## src/rtl/reg_file_pkg.sv

```systemverilog
// Shared register-file constants for the simpleCPU datapath: default geometry
// and the symbolic register indices decode uses.
package reg_file_pkg;
    localparam int REG_ADDR_W = 3;
    localparam int RF_N       = 8;
    localparam int RF_DEPTH   = 1 << REG_ADDR_W;

    typedef enum logic [REG_ADDR_W-1:0] {
        R0 = 3'd0, R1 = 3'd1, R2 = 3'd2, R3 = 3'd3,
        R4 = 3'd4, R5 = 3'd5, R6 = 3'd6, R7 = 3'd7
    } reg_idx_e;
endpackage

```

## src/rtl/reg_file_rf_read_port.sv

```systemverilog
// One combinational read port: storage mux with zero-register and
// same-cycle write bypass overrides.
module rf_read_port #(
    parameter int N        = 8,
    parameter int DEPTH    = 8,
    parameter int ZERO_REG = 1,
    parameter int BYPASS   = 1,
    localparam int AW      = $clog2(DEPTH)
) (
    input  logic [DEPTH-1:0][N-1:0] mem,
    input  logic [AW-1:0]           rd_addr,
    input  logic                    wr_fire,
    input  logic [AW-1:0]           wr_addr,
    input  logic [N-1:0]            wr_data,
    output logic [N-1:0]            rd_data
);
    logic is_zero;
    logic hit;

    assign is_zero = (ZERO_REG != 0) && (rd_addr == '0);
    // A discarded write to entry 0 never bypasses because is_zero wins.
    assign hit     = (BYPASS != 0) && wr_fire && (rd_addr == wr_addr);

    always_comb begin
        rd_data = mem[rd_addr];
        if (is_zero)
            rd_data = '0;
        else if (hit)
            rd_data = wr_data;
    end
endmodule

```

## src/rtl/reg_file.sv

```systemverilog
// General-purpose register file: one synchronous write port, two
// combinational read ports, bulk clear and a per-entry written bitmap.
module reg_file
    import reg_file_pkg::*;
#(
    parameter int N        = RF_N,
    parameter int DEPTH    = RF_DEPTH,
    parameter int ZERO_REG = 1,
    parameter int BYPASS   = 1,
    localparam int AW      = $clog2(DEPTH)
) (
    input  logic             clk,
    input  logic             rst,
    input  logic             clear,
    input  logic             wr_en,
    input  logic [AW-1:0]    wr_addr,
    input  logic [N-1:0]     wr_data,
    input  logic [AW-1:0]    rd_addr_a,
    output logic [N-1:0]     rd_data_a,
    input  logic [AW-1:0]    rd_addr_b,
    output logic [N-1:0]     rd_data_b,
    output logic [DEPTH-1:0] written
);
    logic [DEPTH-1:0][N-1:0] mem;
    logic                    wr_ok;
    logic                    wr_fire;

    // Entry 0 is never loaded when hardwired, so its flop stays at reset zero.
    assign wr_ok   = wr_en && !((ZERO_REG != 0) && (wr_addr == '0));
    assign wr_fire = wr_en && !clear && !rst;

    always_ff @(posedge clk or posedge rst) begin
        if (rst) begin
            mem     <= '0;
            written <= '0;
        end else if (clear) begin
            mem     <= '0;
            written <= '0;
        end else if (wr_ok) begin
            mem[wr_addr]     <= wr_data;
            written[wr_addr] <= 1'b1;
        end
    end

    rf_read_port #(.N(N), .DEPTH(DEPTH), .ZERO_REG(ZERO_REG), .BYPASS(BYPASS)) u_port_a (
        .mem     (mem),
        .rd_addr (rd_addr_a),
        .wr_fire (wr_fire),
        .wr_addr (wr_addr),
        .wr_data (wr_data),
        .rd_data (rd_data_a)
    );

    rf_read_port #(.N(N), .DEPTH(DEPTH), .ZERO_REG(ZERO_REG), .BYPASS(BYPASS)) u_port_b (
        .mem     (mem),
        .rd_addr (rd_addr_b),
        .wr_fire (wr_fire),
        .wr_addr (wr_addr),
        .wr_data (wr_data),
        .rd_data (rd_data_b)
    );
endmodule
```

## config.mk

```make
export PLATFORM = sky130hd
export DESIGN_NAME = reg_file
export DESIGN_NICKNAME = d
export VERILOG_FILES = /design/src/rtl/reg_file_pkg.sv /design/src/rtl/reg_file_rf_read_port.sv /design/src/rtl/reg_file.sv
export SDC_FILE = /design/constraint.sdc
export NUM_CORES = 1
export LEC_CHECK = 0
export BUFFER_PORTS_ARGS = -buffer_cell sky130_fd_sc_hd__buf_4
export CELL_PAD_IN_SITES_DETAIL_PLACEMENT = 1
export CELL_PAD_IN_SITES_GLOBAL_PLACEMENT = 1
export CORE_UTILIZATION = 41
export CTS_CLUSTER_SIZE = 20
export DETAILED_ROUTE_END_ITERATION = 8
export GPL_ROUTABILITY_DRIVEN = 1
export PLACE_DENSITY_LB_ADDON = 0.2
export SLEW_MARGIN = 20
export SYNTH_ARGS = -nofsm -noshare
export SYNTH_HDL_FRONTEND = slang
export SYNTH_SLANG_ARGS = --single-unit
```

## constraint.sdc

```tcl
create_clock -name clk -period 2.2 [get_ports clk]
set_clock_uncertainty 0.2 [all_clocks]
set_input_delay 0.22 -clock clk [delete_from_list [all_inputs] [get_ports clk]]
set_output_delay 0.22 -clock clk [all_outputs]
set_load 0.05 [all_outputs]
```

* Word level (Yosys, flattened, before mapping)
Index checks and enable logic that the tools add are counted.
** Operators by class
- Reduce and logical (&&, ||, !) cells :: 13
- Eq/ne operators :: 2
- Multiplexer cells :: 17
- Bitwise gates (word level) :: 1
- Order comparisons :: 4
** Operators with widths (number)
- $mux W64 :: 2
- $mux W8 :: 9
- $bwmux W64 :: 1
- $bmux W8 S3 :: 2
- $demux W8 S3 :: 1
- $lt A3 B4 Y1 const B :: 3
- $logic_not A3 Y1 :: 3
- $or A8 B8 Y8 :: 1
- $eq A3 B3 Y1 :: 2
- $logic_and A1 B1 Y1 :: 6
- $demux W1 S3 :: 1
- $ge A3 B1 Y1 const B :: 1
- $logic_not A1 Y1 :: 3
- $reduce_bool A2 Y1 :: 1
- $mux W1 :: 1
** Word-level totals
- Bits in registers :: 72
- Logic and storage cells :: 46

* Depth between registers and ports, before layout
Gate-level depths: netlist (run 1).
- Word-level depth :: 7
- Depth in mapped cells :: 6
- Gate-level depth less buffers :: 4

* By module
Synthesis (run 1) repeated with hierarchy kept, for this count alone.
** Second synthesis, totals
- Cell total of the unflattened synthesis :: 347
- Area, all modules :: 4465.5 µm²
** Modules (own cells, without submodules)
- reg_file :: sequential area each 1801.7 µm², area an instance 3096.7 µm², instances 1, cells an instance 245
- rf_read_port :: sequential area each 0.0 µm², area an instance 684.4 µm², instances 2, cells an instance 51

* Worst setup path before layout (run 1)
Ideal clock, no wire load.
- Kind :: input to output
- Start :: input clear
- End :: output rd_data_a[0]
- Cell stages on the path :: 5
- Arrival time :: 2.177 ns
- Path slack :: -0.397 ns
- Required time :: 1.780 ns
- Path through :: buf_2 > nor3b_2 > nand4_2 > buf_2 > a211oi_1
** Between the ends
- Word-level cells in the longest chain between the ends :: 6
** Ends and longest elaborated chain
- start, declared :: RTL line reg_file.sv:14 : input logic clear,
- $logic_not A1 Y1 :: RTL line reg_file.sv:30 : assign wr_fire = wr_en && !clear && !rst;
- $logic_and A1 B1 Y1 (2 in series) :: RTL line reg_file.sv:30
- $logic_and A1 B1 Y1 :: RTL line reg_file_rf_read_port.sv:22 : assign hit = (BYPASS != 0) && wr_fire && (rd_addr == wr_addr);
- $mux W8 :: RTL line reg_file_rf_read_port.sv:28 : else if (hit)
- $mux W8 :: RTL line reg_file_rf_read_port.sv:26 : if (is_zero)
- end, declared :: RTL line reg_file.sv:19 : output logic [N-1:0] rd_data_a,
Every way passes these cells.

* Worst setup path after layout (run 1)
- Start :: register mem[31] (netlist bit)
- End :: output rd_data_a[7]
** Between the ends
- Word-level cells in the longest chain between the ends :: 4
** Ends and longest elaborated chain
- start, declared :: RTL line reg_file.sv:24 : logic [DEPTH-1:0][N-1:0] mem;
- start signal, assigned by index :: RTL line reg_file.sv:40 : mem[wr_addr] <= wr_data;
- $bmux W8 S3 :: RTL line reg_file_rf_read_port.sv:25 : rd_data = mem[rd_addr];
- $mux W8 (implied by the code) :: RTL line reg_file_rf_read_port.sv:25
- $mux W8 :: RTL line reg_file_rf_read_port.sv:28
- $mux W8 :: RTL line reg_file_rf_read_port.sv:26
Every way passes these cells. The select of a mux whose other input is x is not followed.

==> impl_metrics.py, run 1 <==
metrics = {
    "timing": {
        "rsz0062_at_grt": "yes",
        "slew_violations": 0,
        "setup_viol": 0,
        "fin_crit_sh_pct": 99.5,
        "tightest_slew_ns": 0.777,
        "finalHoldViolations": 0,
        "timing.slew.headroom_pct": 48.2,
        "max_freq_ghz": 0.457,
        "period_minus_slack_ns": 2.19,
    },
    "run_status": {
        "status": "complete, no violations",
    },
    "global_route": {
        "antenna_found_initial": 0,
        "overflow": 0,
        "grt_pass1_wl_um": 20000,
        "grt_max_degree": 73,
        "grt_use_total_pct": 27.0,
        "grt_pass1_vias": 3583,
    },
    "layout": {
        "drive_gt1_share_pct": 28.3,
        "diodes": 0,
        "fin_area_sq_um": 4970,
        "syn2layout_area_growth_pct": 22.1,
        "nets": 486,
    },
    "clocking": {
        "cts_max_level": 3,
        "clk_pin_slew_ns": 0.08,
        "cts-root-buf": "clkbuf_8",
        "clockBufferDepth": 2,
        "cts_num_sinks": 72,
        "cts-buffers-inserted": 9,
        "clk_latency_ns": 0.34,
        "cts_tree": "yes",
    },
    "floorplan": {
        "start_util_pct": 42.0,
        "num_rows": 36,
        "die_w_um": 102,
        "die_h_um": 102,
        "io_pins": 45,
        "core_sq_um": 9680,
        "die_area_sq_um": 10300,
    },
    "yosys": {
        "synth_cells": 409,
        "syn_nets": 430,
        "synth_area_per_cell_sq_um": 9.95,
        "syn_area_sq_um": 4070,
        "synth-seq-cells": 72,
        "yosysWarnings": 0,
        "ys_types": 24,
        "synth_edf_count": 0,
        "ys_seq_area_share_pct": 44.3,
        "ys.flop_type": "dfrtp_1",
        "async_flop_share_pct": 100,
    },
    "worst_setup_path": {
        "r2r_start": "mem[42]",
        "endpoint_kind": "output pin",
        "rr_endpoint": "mem[42]",
        "cp_data_required_time_ns": 1.78,
        "reg2reg_depth": 3,
        "criticalPathCategory": "reg -> out",
        "cp_max_fo": 3,
        "reg2reg_slack_ns": 1.18,
        "startpoint_type": "flop",
        "cp_data_arrival_time_ns": 1.77,
    },
    "worst_hold_path": {
        "holdCritPathClass": "in -> reg",
        "hold_end": "mem[47]",
        "hold_depth": 5,
        "hold_start": "wr_addr[0]",
    },
    "detailed_routing": {
        "via_per_inst": 5.69,
        "wire_per_inst_um": 21.1,
        "drt_wl_total_um": 12700,
        "dr_total_vias": 3430,
        "first_pass_iters": 4,
        "drc": 0,
        "drt_iter0_drc": 155,
        "postRouteAntennaNets": 0,
    },
    "placement": {
        "placed_area_sq_um": 4570,
        "hpwl_um": 8670,
        "gp_congestion": 0.812,
        "portBuffers": 44,
    },
    "power_and_ir_drop": {
        "power_density_nw_per_um2": 579,
        "power_uw": 2880,
        "ir_drop_uv": 312,
        "power.leakage_uw": 0.00208,
    },
    "run": {
        "drv_cap": 0,
    },
}
-- critical path, cell delays in order, from the launching register on --
cell,delay [ns]
dfrtp_1,0.42
mux4_2,0.50
mux2i_2,0.20
a211oi_2,0.11
buf_6,0.18
-- worst max-delay path by stage --
stage / start / end / slack [ns] / depth (start not counted)
finish: mem[31] / rd_data_a[7] / 0.01 / 4
floorplan: clear / rd_data_a[0] / -0.40 / 5
global route: mem[31] / rd_data_a[7] / -0.06 / 4
detailed placement: wr_addr[2] / rd_data_a[2] / 0.08 / 6
CTS: mem[31] / rd_data_a[7] / -0.01 / 4
global placement: rd_addr_a[1] / rd_data_a[5] / 0.12 / 6
-- cells in the mapped netlist, drive strengths merged, types with 3 or more instances --
cell / number / area [sq um]
nand4: 3 / 31.3
clkbuf: 8 / 30.0
mux2i: 16 / 160
mux4: 32 / 721
nand2b: 3 / 18.8
nor2b: 12 / 75.1
a21oi: 56 / 280
nor3: 3 / 20.0
a211oi: 16 / 130
buf: 24 / 143
xnor2: 6 / 52.6
nand3: 3 / 15.0
dfrtp: 72 / 1800
nor2: 36 / 135
nand2: 116 / 435
-- sequential cells by signal (all words and copies together), names as in the netlist --
register / count
mem: 64
written: 8
-- logic make-up after synthesis --
family / share of synthesized area (%)
AOI/OAI and AO/OA: 10.1
xor gates and xnor gates: 1.29
muxes: 21.6
and+or+nand+nor: 18.4
buffers and inverters: 4.33
DFF: 44.3
-- layout by cell type (no fill, tap or decap), drive strengths merged, types with 6 or more instances in the layout --
| cell | instances |
|---|---|
| a211oi | 16 |
| mux4 | 32 |
| nor2b | 12 |
| nor2 | 36 |
| a21oi | 56 |
| dfrtp | 72 |
| dlygate4sd3 | 9 |
| mux2i | 16 |
| clkbuf | 11 |
| nand2 | 116 |
| buf | 68 |
| xnor2 | 6 |
-- report_power, final --
part / total [uW] / switching, uW / internal, uW
sequential: 1370 / 19.6 / 1350
combinational: 439 / 277 / 162
clock: 1080 / 521 / 554
-- metrics by stage --
step | std cells | utilization [%] | setup WS, ns | hold slack, ns | TNS (ns)
2_1_floorplan | 409 | - | -0.397 | 0.202 | -4.76
3_3_place_gp | 572 | 47.2 | 0.125 | 0.0480 | 0
3_5_place_dp | 572 | 47.2 | 0.0788 | 0.0457 | 0
4_1_cts | 597 | 50.2 | -0.0108 | 0.185 | -0.0134
5_1_grt | 603 | 51.3 | -0.0550 | 0.222 | -0.131
6_report | 603 | 51.3 | 0.0117 | 0.200 | 0
-- final cells by class --
cell class	count	area [sq um]
tap	133	166
clock inverter	5	56.3
clock buffer	11	141
timing repair buffer	77	648
sequential	72	1800
fill	1089	4710
inverter	1	7.51
multi-input combinational	304	2150
-- routing by layer --
layer | routed length [um] | track usage [%] | share of wire [%] | up-vias
met5 | 0 | 0 | 0 | -
met2 | 6590 | 44.2 | 52 | 117
li1 | - | - | - | 1534
met3 | 583 | 3.86 | 4.6 | 34
met1 | 5100 | 35.0 | 40 | 1745
met4 | 463 | 14.3 | 3.6 | 0
-- timing repair --
action / CTS / global route
endpoints found under the hold margin: 63 / 0
pin swaps: 1 / 4
resized for setup: 1 / 15
setup endpoints to repair: 2 / 12
setup buffers: 0 / 6
hold buffers: 9 / 0
Power figures use the tool's default switching activity.
==> run 2: changes to the inputs <==
--- a/config.mk
+++ b/config.mk
@@ -6,12 +6,13 @@
 export NUM_CORES = 1
 export LEC_CHECK = 0
 export BUFFER_PORTS_ARGS = -buffer_cell sky130_fd_sc_hd__buf_4
-export CELL_PAD_IN_SITES_DETAIL_PLACEMENT = 1
-export CELL_PAD_IN_SITES_GLOBAL_PLACEMENT = 1
-export CORE_UTILIZATION = 41
+export CELL_PAD_IN_SITES_DETAIL_PLACEMENT = 0
+export CELL_PAD_IN_SITES_GLOBAL_PLACEMENT = 2
+export CORE_UTILIZATION = 34
 export CTS_CLUSTER_SIZE = 20
 export DETAILED_ROUTE_END_ITERATION = 8
 export GPL_ROUTABILITY_DRIVEN = 1
+export GPL_TIMING_DRIVEN = 0
 export PLACE_DENSITY_LB_ADDON = 0.2
 export SLEW_MARGIN = 20
 export SYNTH_ARGS = -nofsm -noshare
==> run 2 against run 1 <==
Compared with the run above: the run now ends with design-rule violations left; power increased by 11%; first-iteration DRC count increased by 24%; cell count unchanged; non-clock buffer count decreased by 10; die area increased by 20%; via count decreased by 2.9%; critical path depth unchanged; largest power group is now the clock network.
==> impl_metrics.py, run 2 (synthesized netlist as in run 1, its figures left out) <==
metrics = {
    "run_status": {
        "status": "complete, but fails checks",
        "violations": "design-rule violations",
    },
    "layout": {
        "diodes": 0,
        "final_common_cell": "nand2_1",
        "register_area_sq_um": 1800,
        "largestRegisters": "mem (64), written (8)",
        "fill_cells": 1161,
        "largest_reg_flops": 64,
        "layout_common_cells": "116 x nand2_1, 72 x dfrtp_1, 56 x a21oi_1",
        "drive_gt1_share_pct": 26.3,
        "nets": 476,
        "syn2layout_area_growth_pct": 22.2,
        "fin_area_sq_um": 4980,
        "largest-register": "mem",
        "final_cells": 603,
        "multi_input_area_sq_um": 2200,
    },
    "clocking": {
        "cts-buffers-inserted": 9,
        "cts-root-buf": "clkbuf_16",
        "cts_tree": "yes",
        "cts_max_level": 3,
        "clk_pin_slew_ns": 0.06,
        "clockBufferDepth": 2,
        "cts_num_sinks": 72,
        "clk_latency_ns": 0.33,
    },
    "worst_setup_path": {
        "crit_path_end": "rd_data_a[1]",
        "r2r_start": "mem[40]",
        "startpoint": "mem[57]",
        "startpoint_type": "flop",
        "cp_data_required_time_ns": 1.78,
        "endpoint_kind": "output pin",
        "reg2reg_depth": 3,
        "criticalPathCategory": "reg -> out",
        "cp_data_arrival_time_ns": 1.76,
        "reg2reg_slack_ns": 1.17,
        "rr_endpoint": "mem[40]",
        "cp_max_fo": 3,
    },
    "global_route": {
        "overflow": 0,
        "grt_pass1_wl_um": 20300,
        "grt_use_total_pct": 22.7,
        "grt_max_degree": 32,
        "grt_pass1_vias": 3399,
        "antenna_found_initial": 0,
    },
    "placement": {
        "portBuffers": 28,
        "hpwl_um": 8920,
        "gp_congestion": 0.817,
        "place_ws_ns": -0.210,
        "dp_cells": 582,
        "placed_area_sq_um": 4510,
    },
    "detailed_routing": {
        "postRouteAntennaNets": 0,
        "wire_per_inst_um": 21.6,
        "via_per_inst": 5.52,
        "drt_iter0_drc": 192,
        "drc": 12,
        "drt_wl_total_um": 13000,
        "first_pass_iters": 6,
        "dr_total_vias": 3331,
    },
    "timing": {
        "slew_violations": 0,
        "rsz0062_at_grt": "yes",
        "fin_crit_sh_pct": 99.0,
        "tightest_slew_ns": 0.891,
        "setup-tns-final_ns": 0,
        "finalHoldViolations": 0,
        "period_minus_slack_ns": 2.18,
        "hold_ws_ns": 0.0638,
        "max_freq_ghz": 0.459,
        "setup_viol": 0,
        "setup_ws_ns": 0.0230,
        "timing.slew.headroom_pct": 40.4,
    },
    "floorplan": {
        "io_pins": 45,
        "start_util_pct": 35.2,
        "die_w_um": 111,
        "num_rows": 39,
        "die_h_um": 111,
        "die_area_sq_um": 12400,
        "core_sq_um": 11600,
    },
    "worst_hold_path": {
        "holdCritPathClass": "in -> reg",
    },
    "power_and_ir_drop": {
        "power.leakage_uw": 0.00204,
        "power_density_nw_per_um2": 645,
        "ir_drop_uv": 446,
    },
    "run": {
        "drv_cap": 0,
    },
}
run 2: cell types whose count changed in the layout (fill, tap and decap cells not counted), moves of 6 or more:
cell	delta
buf_4	-32
clkbuf_16	+9
buf_1	+8
clkbuf_1	+8
dlygate4sd3_1	-8
buf_6	+7
clkbuf_8	-7
buf_2	+6
run 2: report_power, final:
| group | total, uW | switching [uW] | internal (uW) |
|---|---|---|---|
| Combinational | 442 | 293 | 149 |
| Clock | 1400 | 550 | 850 |
| Sequential | 1370 | 17.1 | 1350 |
run 2: what timing repair did:
item | 4_1_cts | 5_1_grt
pin swaps | 0 | 6
setup buffers | 0 | 4
endpoints found under the hold margin | 11 | 0
setup endpoints to repair | 16 | 16
hold buffers | 1 | 0
resized for setup | 14 | 18
run 2: critical path, cell delays in order (launching register included):
cell and delay [ns]:
dfrtp_1 0.38, mux4_2 0.52, mux2i_2 0.20, a211oi_2 0.12
buf_6 0.20
run 2: routing by layer:
layer  wire (um)  track usage, %
met4         466            12.0
met5           0               0
met2        6410            36.8
met3         646            2.83
met1        5510            29.9
run 2: layout make-up:
| class | instances | area share, % |
|---|---|---|
| tap | 143 | 3.59 |
| clock buffer | 13 | 5.43 |
| timing repair buffer | 35 | 6.51 |
| multi-input combinational | 304 | 44.2 |
| clock inverter | 3 | 0.302 |
| sequential | 72 | 36.2 |
| inverter | 1 | 0.151 |
| buffer | 32 | 3.62 |
run 2: how the worst min path moves through the flow:
stage	startpoint	endpoint	slack, ns	depth (start not counted)
final	clear	mem[6]	0.06	2
after global placement	written[3]	written[3]	0.28	2
after global routing	clear	mem[5]	0.08	2
after detailed placement	rst	mem[15]	0.05	2
after CTS	clear	mem[6]	0.04	2
after floorplan	rst	mem[0]	0.20	1
run 2: through the flow:
step                      utilization, %  power, uW
after global routing                43.0       3330
after global placement              38.7       1800
after detailed placement            39.0       1810
after CTS                           42.2       3240
after floorplan                        -       1670
final                               43.0       3210
==> run 3: changes to the inputs <==
--- a/config.mk
+++ b/config.mk
@@ -8,11 +8,12 @@
 export BUFFER_PORTS_ARGS = -buffer_cell sky130_fd_sc_hd__buf_4
 export CELL_PAD_IN_SITES_DETAIL_PLACEMENT = 0
 export CELL_PAD_IN_SITES_GLOBAL_PLACEMENT = 2
+export CORE_MARGIN = 10
 export CORE_UTILIZATION = 34
 export CTS_CLUSTER_SIZE = 20
 export DETAILED_ROUTE_END_ITERATION = 8
 export GPL_ROUTABILITY_DRIVEN = 1
-export GPL_TIMING_DRIVEN = 0
+export GPL_TIMING_DRIVEN = 1
 export PLACE_DENSITY_LB_ADDON = 0.2
 export SLEW_MARGIN = 20
 export SYNTH_ARGS = -nofsm -noshare
==> run 3 against run 2 <==
Compared with the run above: the flow now finishes without violations; setup slack better by 0.029 ns; via count down 3.5%; sequential power is essentially flat; clock power barely moved; non-clock buffer count is 7 higher; die area grew 35%; global-route usage is 7.3 points lower; sequential share of layout area decreased by 0.34 points.
==> impl_metrics.py, run 3 (synthesized netlist as in run 1, its figures left out) <==
metrics = {
    "clocking": {
        "cts_tree": "yes",
        "cts-root-buf": "clkbuf_16",
        "cts_max_level": 3,
        "clk_pin_slew_ns": 0.05,
        "cts-buffers-inserted": 9,
        "cts_num_sinks": 72,
        "clockBufferDepth": 2,
        "clk_latency_ns": 0.33,
    },
    "floorplan": {
        "die_area_sq_um": 16800,
        "die_w_um": 129,
        "num_rows": 39,
        "die_h_um": 129,
        "start_util_pct": 35.2,
        "io_pins": 45,
        "core_sq_um": 11600,
    },
    "worst_setup_path": {
        "reg2reg_depth": 3,
        "crit_family": "multiplexers",
        "worst_path_largest_cell_delay_ns": 0.47,
        "criticalPathCategory": "reg -> out",
        "startpoint_type": "flop",
        "critical_path.cell_chain": "mux4_2 > mux2i_1 > a211oi_2 > buf_6",
        "rr_endpoint": "mem[58]",
        "cp_data_arrival_time_ns": 1.73,
        "timing.critical_path.buf_inv": 1,
        "reg2reg_slack_ns": 1.17,
        "r2r_start": "mem[58]",
        "cp_data_required_time_ns": 1.78,
        "cp_max_fo": 3,
        "endpoint_kind": "output pin",
        "crit_slowest_cell": "mux4_2",
        "cp_num_cells": 4,
    },
    "layout": {
        "fin_area_sq_um": 5020,
        "layout_common_cells": "116 x nand2_1, 72 x dfrtp_1, 58 x buf_4",
        "largest_reg_flops": 64,
        "largest-register": "mem",
        "nets": 483,
        "fill_cells": 1113,
        "final_common_cell": "nand2_1",
        "largestRegisters": "mem (64), written (8)",
        "diodes": 0,
        "syn2layout_area_growth_pct": 23.4,
        "drive_gt1_share_pct": 26.5,
    },
    "power_and_ir_drop": {
        "power.clock.fraction_pct": 43.1,
        "power.leakage_uw": 0.00211,
        "seqPwrFrac_pct": 43.1,
        "pwr-share-comb_pct": 13.8,
        "intPower_uw": 2360,
        "power_density_nw_per_um2": 632,
        "netSwitchingPower_uw": 817,
        "swShare_pct": 25.8,
        "ir_drop_uv": 297,
    },
    "detailed_routing": {
        "via_per_inst": 5.29,
        "dr_total_vias": 3216,
        "postRouteAntennaNets": 0,
        "wire_per_inst_um": 20.6,
        "drc": 0,
        "first_pass_iters": 4,
        "drt_wl_total_um": 12500,
        "drt_iter0_drc": 238,
    },
    "placement": {
        "gp_congestion": 0.825,
        "place_ws_ns": 0.0609,
        "placed_area_sq_um": 4620,
        "portBuffers": 44,
        "hpwl_um": 8590,
    },
    "timing": {
        "max_freq_ghz": 0.466,
        "slew_violations": 0,
        "tightest_slew_ns": 0.809,
        "hold_ws_ns": 0.00126,
        "fin_crit_sh_pct": 97.6,
        "setup_ws_ns": 0.0521,
        "timing.slew.headroom_pct": 46.0,
        "finalHoldViolations": 0,
        "period_minus_slack_ns": 2.15,
        "setup_viol": 0,
    },
    "global_route": {
        "grt_pass1_vias": 3316,
        "grt_use_total_pct": 15.4,
        "grt_max_degree": 73,
        "overflow": 0,
        "antenna_found_initial": 0,
        "grt_pass1_wl_um": 19400,
    },
    "worst_hold_path": {
        "holdCritPathClass": "in -> reg",
        "hold_end": "mem[46]",
        "hold_depth": 3,
        "hold_start": "wr_data[6]",
    },
    "run": {
        "drv_cap": 0,
    },
    "run_status": {
        "status": "complete, no violations",
    },
}
[run 3: metal layers]
layer	GRT usage [%]	share of wire, %
met1	18.8	43
met2	26.4	50
met3	3.02	5.6
met4	5.82	1.6
met5	0	0
[run 3: power groups by stage]
stage               logic [uW]  clock network (uW)  registers [uW]
floorplan                  269                   0            1400
global placement           423                   0            1390
detailed placement         423                   0            1390
CTS                        436                1400            1370
global route               471                1450            1370
finish                     436                1370            1370
[run 3: timing repair]
action,4_1_cts,5_1_grt
resized for setup,1,8
endpoints found under the setup margin,1,7
pin swaps,0,1
hold endpoints to repair,53,0
setup buffers,0,1
hold buffers,8,0
[run 3: tightest hold or removal path, stage by stage]
cell and delay, ns:
buf_4 0.16, nand2_1 0.06, a21oi_1 0.05
[run 3: worst max path at each step]
stage	startpoint	to	slack, ns
after floorplan	clear	rd_data_a[0]	-0.40
after CTS	mem[57]	rd_data_b[1]	0.01
after detailed placement	clear	rd_data_a[4]	0.06
after global routing	mem[61]	rd_data_b[5]	-0.001
after global placement	rd_addr_b[1]	rd_data_b[1]	0.07
final	mem[56]	rd_data_b[0]	0.05
[run 3: cell type report]
class                      count  area, sq um  share of cell area (%)
timing repair buffer          74          632                    12.6
clock buffer                  14          274                    5.45
tap                          143          179                    3.56
multi-input combinational    304         2130                    42.4
inverter                       1         7.51                   0.149
sequential                    72         1800                    35.9
[run 3: stage by stage]
step | total power, uW | util (%) | cells | TNS [ns]
2_1_floorplan | 1670 | - | 409 | -4.76
3_3_place_gp | 1810 | 39.9 | 585 | 0
3_5_place_dp | 1820 | 39.9 | 585 | 0
4_1_cts | 3200 | 43.0 | 607 | 0
5_1_grt | 3290 | 43.4 | 608 | -0.00144
6_report | 3170 | 43.4 | 608 | 0
